===== config.mk =====
export PLATFORM = sky130hd
export DESIGN_NAME = instruction_fetch_unit
export DESIGN_NICKNAME = d
export VERILOG_FILES = /design/src/rtl/instruction_fetch_unit.sv
export SDC_FILE = /design/constraint.sdc
export NUM_CORES = 1
export LEC_CHECK = 0
export ABC_CLOCK_PERIOD_IN_PS = 1420
export CAP_MARGIN = 20
export CORE_AREA = 2 2 49 96
export DETAILED_ROUTE_END_ITERATION = 12
export DIE_AREA = 0 0 51 98
export PLACE_DENSITY_LB_ADDON = 0.3
export SLEW_MARGIN = 30
export SYNTH_ARGS = -nofsm -noshare
export SYNTH_HDL_FRONTEND = slang
export SYNTH_SLANG_ARGS = --single-unit

===== constraint.sdc =====
create_clock -name Clock -period 1.42 [get_ports Clock]
set_input_delay 0.284 -clock Clock [delete_from_list [all_inputs] [get_ports Clock]]
set_output_delay 0.284 -clock Clock [all_outputs]
set_load 0.005 [all_outputs]

===== src/rtl/instruction_fetch_unit.sv =====
// Instruction fetch sequencer: reads a 16-bit little-endian instruction at PC
// as two byte reads and pulses the address register file PC increment once per byte.
module instruction_fetch_unit #(
    parameter int unsigned TIMEOUT = 15
) (
    input  logic        Clock,
    input  logic        Reset,
    input  logic        Start,
    input  logic [15:0] PCIn,
    input  logic [7:0]  MemData,
    input  logic        MemReady,
    output logic [15:0] MemAddr,
    output logic        MemRead,
    output logic [2:0]  ARF_RegSel,
    output logic [1:0]  ARF_FunSel,
    output logic [15:0] IROut,
    output logic        Busy,
    output logic        Done,
    output logic        Error
);

    // A zero TIMEOUT still needs a one-bit counter to keep the declarations legal.
    localparam int unsigned    CNT_W    = (TIMEOUT == 0) ? 1 : $clog2(TIMEOUT + 1);
    localparam bit             TO_EN    = (TIMEOUT != 0);
    localparam logic [CNT_W-1:0] CNT_LAST = CNT_W'((TIMEOUT == 0) ? 0 : TIMEOUT - 1);
    localparam logic [CNT_W-1:0] CNT_MAX  = '1;

    localparam logic [2:0] S_IDLE    = 3'd0;
    localparam logic [2:0] S_READ_LO = 3'd1;
    localparam logic [2:0] S_READ_HI = 3'd2;
    localparam logic [2:0] S_DONE    = 3'd3;
    localparam logic [2:0] S_ERROR   = 3'd4;

    logic [2:0]       state;
    logic [2:0]       state_d;
    logic [CNT_W-1:0] cnt;
    logic [CNT_W-1:0] cnt_d;
    logic [7:0]       lo_byte;
    logic [7:0]       lo_byte_d;
    logic [15:0]      ir_d;
    logic             capture;
    logic             mem_rd;

    // Next-state, datapath next values and the combinational memory/ARF controls.
    always_comb begin
        state_d    = state;
        cnt_d      = cnt;
        lo_byte_d  = lo_byte;
        ir_d       = IROut;
        capture    = 1'b0;
        mem_rd     = 1'b0;
        MemAddr    = PCIn;
        MemRead    = 1'b0;
        ARF_RegSel = 3'b000;
        ARF_FunSel = 2'b00;

        case (state)
            S_IDLE, S_ERROR: begin
                if (Start) begin
                    state_d = S_READ_LO;
                    cnt_d   = '0;
                end
            end
            S_READ_LO, S_READ_HI: begin
                mem_rd = 1'b1;
                if (MemReady) begin
                    capture = 1'b1;
                    cnt_d   = '0;
                    if (state == S_READ_LO) begin
                        lo_byte_d = MemData;
                        state_d   = S_READ_HI;
                    end else begin
                        ir_d    = {MemData, lo_byte};
                        state_d = S_DONE;
                    end
                end else begin
                    if (cnt != CNT_MAX) begin
                        cnt_d = cnt + CNT_W'(1);
                    end
                    if (TO_EN && (cnt == CNT_LAST)) begin
                        state_d = S_ERROR;
                    end
                end
            end
            S_DONE: begin
                state_d = S_IDLE;
            end
            default: begin
                state_d = S_IDLE;
            end
        endcase

        // Reset blanks the strobes so the PC cannot move while the block is held.
        MemRead = mem_rd & ~Reset;
        if (capture && !Reset) begin
            ARF_RegSel = 3'b001;
            ARF_FunSel = 2'b01;
        end
    end

    // State, datapath registers and state-decoded status flags.
    always_ff @(posedge Clock) begin
        if (Reset) begin
            state   <= S_IDLE;
            cnt     <= '0;
            lo_byte <= 8'h00;
            IROut   <= 16'h0000;
            Busy    <= 1'b0;
            Done    <= 1'b0;
            Error   <= 1'b0;
        end else begin
            state   <= state_d;
            cnt     <= cnt_d;
            lo_byte <= lo_byte_d;
            IROut   <= ir_d;
            Busy    <= (state_d == S_READ_LO) || (state_d == S_READ_HI);
            Done    <= (state_d == S_DONE);
            Error   <= (state_d == S_ERROR);
        end
    end

endmodule

==> qor.yml <==
status: "finished with violations"
violations: "negative setup slack"
p_comb_share_pct: 12.9
dp_hpwl_mm: 2.244
clk_pin_slew_ps: 70
hold_viol: 0
stdcell_count: 265
clock_latency_ps: 270
p_leak_nw: 0.9310
drive_gt1_share_pct: 20.38
clock_path_buffers: 2
grtUsageTotal_pct: 13.60
slowest_stage: "or3_1"
drt_pass1_iterations: 4
p_per_area_mw_per_mm2: 965.0
io_pins: 69
placed_cell_area_mm2: 0.001857
drt_wl_total_mm: 3.108
skew_ps: 4.283
io_buffers: 33
diodes: 0
grt_overflow: 0
rsz0062_at_grt: "true"
hold_class: "reg2reg"
wl_per_cell_um: 11.73
drtIter0Drc: 22
ir_worst_vdd_uv: 736.9
syn_to_final_growth_pct: 33.28
max_freq_mhz: 681.5
die_x_um: 51
grt_max_degree: 33
drc: 0
cp_max_fo: 2
cpPeakStageDelay_ps: 350
start_kind: "flop"
fin_crit_sh_pct: 103.3
synth_top_area_share_pct: 44.48
synth_flop_cell: "dfxtp_1"
synthCells: 185
yosysTopAreaCell: "dfxtp_1"
tns_ps: -164.1
path_class: "reg2reg"
coreArea_mm2: 0.004297
grt_pass1_wl_mm: 5.285
cp.arrival_ps: 1670
die_h_um: 98
required_ps: 1630
yosys_warnings: 0
switchingPower_mw: 0.4593
h-tree-depth: 2
dp_cells: 256
num_vias: 1269
period_minus_slack_ps: 1467
fp-row-count: 34
final_nets: 240
initial_core_util_pct: 35.61
power_frac_clock_pct: 36.6
die_area_mm2: 0.004998
seqPwrFrac_pct: 50.5
grt_pass1_vias: 1190
synthArstFlopShare_pct: 0
ys_seq_elements: 34
cts-root-buf: "clkbuf_8"
synth_cell_type_count: 32
ctsHoldBuffers: 0
syn-mean-instance-area_um2: 8.271
antenna_found_initial: 0
vias_per_cell: 4.789
final_area_mm2: 0.002039
setup_violations: 6
synthesis.area_mm2: 0.001530
netlist_top_cells_count: "dfxtp_1 (34), nand2_1 (34), a21oi_1 (23)"
cts_buffers: 5
cts_tree: "yes"
report.final.slew_viol_count: 0
timing.final.ws_setup_ps: -47.29
p_sw_share_pct: 23.33
worstPathCellList: "xnor2_2 > buf_4 > or3_4 > or3_1 > a21oi_1"
drtAntennaViolNets: 0
drv_cap: 0
ys_seq_area_share_pct: 44.48
place_congestion: 0.7808
internal_power_mw: 1.509
synth_edf_count: 0
cts.sinks: 34
cp-end-kind: "flop"
synth.area.top_cells: "dfxtp_1 (44%), buf_4 (9.8%), nand2_1 (8.3%)"
==> layout by cell type, fill, tap and decap left out, drive strengths merged, types with 3 or more instances in the layout <==
master,instances
or3,3
dlymetal6s2s,11
nor2b,3
nand2,34
dfxtp,34
mux2i,8
nand3,3
conb,3
clkdlybuf4s50,17
nor2,15
o21ai,4
clkbuf,7
nor3,4
a21oi,23
buf,18
==> worst paths after layout <==
| kind | startpoint | endpoint | slack, ps | cells past startpoint |
|---|---|---|---|---|
| hold / removal | lo_byte[1] | IROut[1] | 450 | 2 |
| setup / recovery | state[0] | cnt[1] | -50 | 5 |
| setup reg to reg | state[0] | cnt[1] | -50 | 5 |
| hold reg to reg | lo_byte[1] | IROut[1] | 450 | 2 |
==> state kept, by name, indices dropped and copies added, names as in the netlist <==
name	count
lo_byte	8
state	3
Done	1
Error	1
IROut	16
Busy	1
cnt	4
==> cells by family (layout without fill, tap and decap cells) <==
family | after synthesis | after routing | synth area share, %
other | 1 | 3 | 0.2451
AO/OA/AOI/OAI | 34 | 34 | 12.59
adder cells (fa/ha/maj) | 2 | 2 | 1.635
flip-flops | 34 | 34 | 44.48
multiplexers | 8 | 8 | 5.233
AND/OR/NAND/NOR | 72 | 72 | 21.75
buffers and inverters | 33 | 57 | 13.49
XOR/XNOR | 1 | 1 | 0.5725
==> cell type report <==
class / count / area [um^2]
fill: 444 / 2257
multi-input combinational: 120 / 700.7
sequential: 34 / 693.2
timing repair buffer: 48 / 483.0
clock buffer: 7 / 86.33
tap: 54 / 67.56
clock inverter: 1 / 5.005
inverter: 1 / 3.754
==> worst max-delay path: cells and delay by family (launching register included) <==
kind | cells | cell delay (ps)
XOR/XNOR | 1 | 140
AND/OR/NAND/NOR | 2 | 670
AO/OA/AOI/OAI | 1 | 110
flip-flops | 1 | 340
buffers and inverters | 1 | 140
==> timing repair <==
item | in CTS | in global routing
pin swaps | 6 | 2
setup endpoints to repair | 33 | 48
setup buffers | 1 | 0
resized for setup | 25 | 22
==> power groups by stage <==
stage / logic, mW / clock network, mW / registers (mW)
4_1_cts: 0.251 / 0.743 / 0.994
3_5_place_dp: 0.236 / 0 / 1.01
5_1_grt: 0.278 / 0.792 / 0.996
6_report: 0.253 / 0.721 / 0.994
3_3_place_gp: 0.235 / 0 / 1.01
2_1_floorplan: 0.164 / 0 / 1.01
==> layer usage <==
| layer | vias to the layer above | wire length (um) | track usage (%) |
|---|---|---|---|
| met5 | - | 0 | 0 |
| met4 | 0 | 65 | 7.484 |
| met3 | 6 | 120 | 2.752 |
| met2 | 19 | 1741 | 24.98 |
| met1 | 598 | 1182 | 13.47 |
| li1 | 646 | - | - |
==> per-stage QoR <==
| stage | power, mW | hold WS, ps | setup WS, ps | util, % |
|---|---|---|---|---|
| after floorplan | 1.176 | 420.0 | 22.99 | - |
| after global routing | 2.066 | 471.6 | -122.0 | 47.47 |
| after CTS | 1.988 | 456.1 | -82.84 | 46.16 |
| after global placement | 1.246 | 438.3 | -547.3 | 43.21 |
| after detailed placement | 1.249 | 446.4 | -554.7 | 43.21 |
| final | 1.968 | 446.4 | -47.29 | 47.47 |
Power figures use the tool's default switching activity.
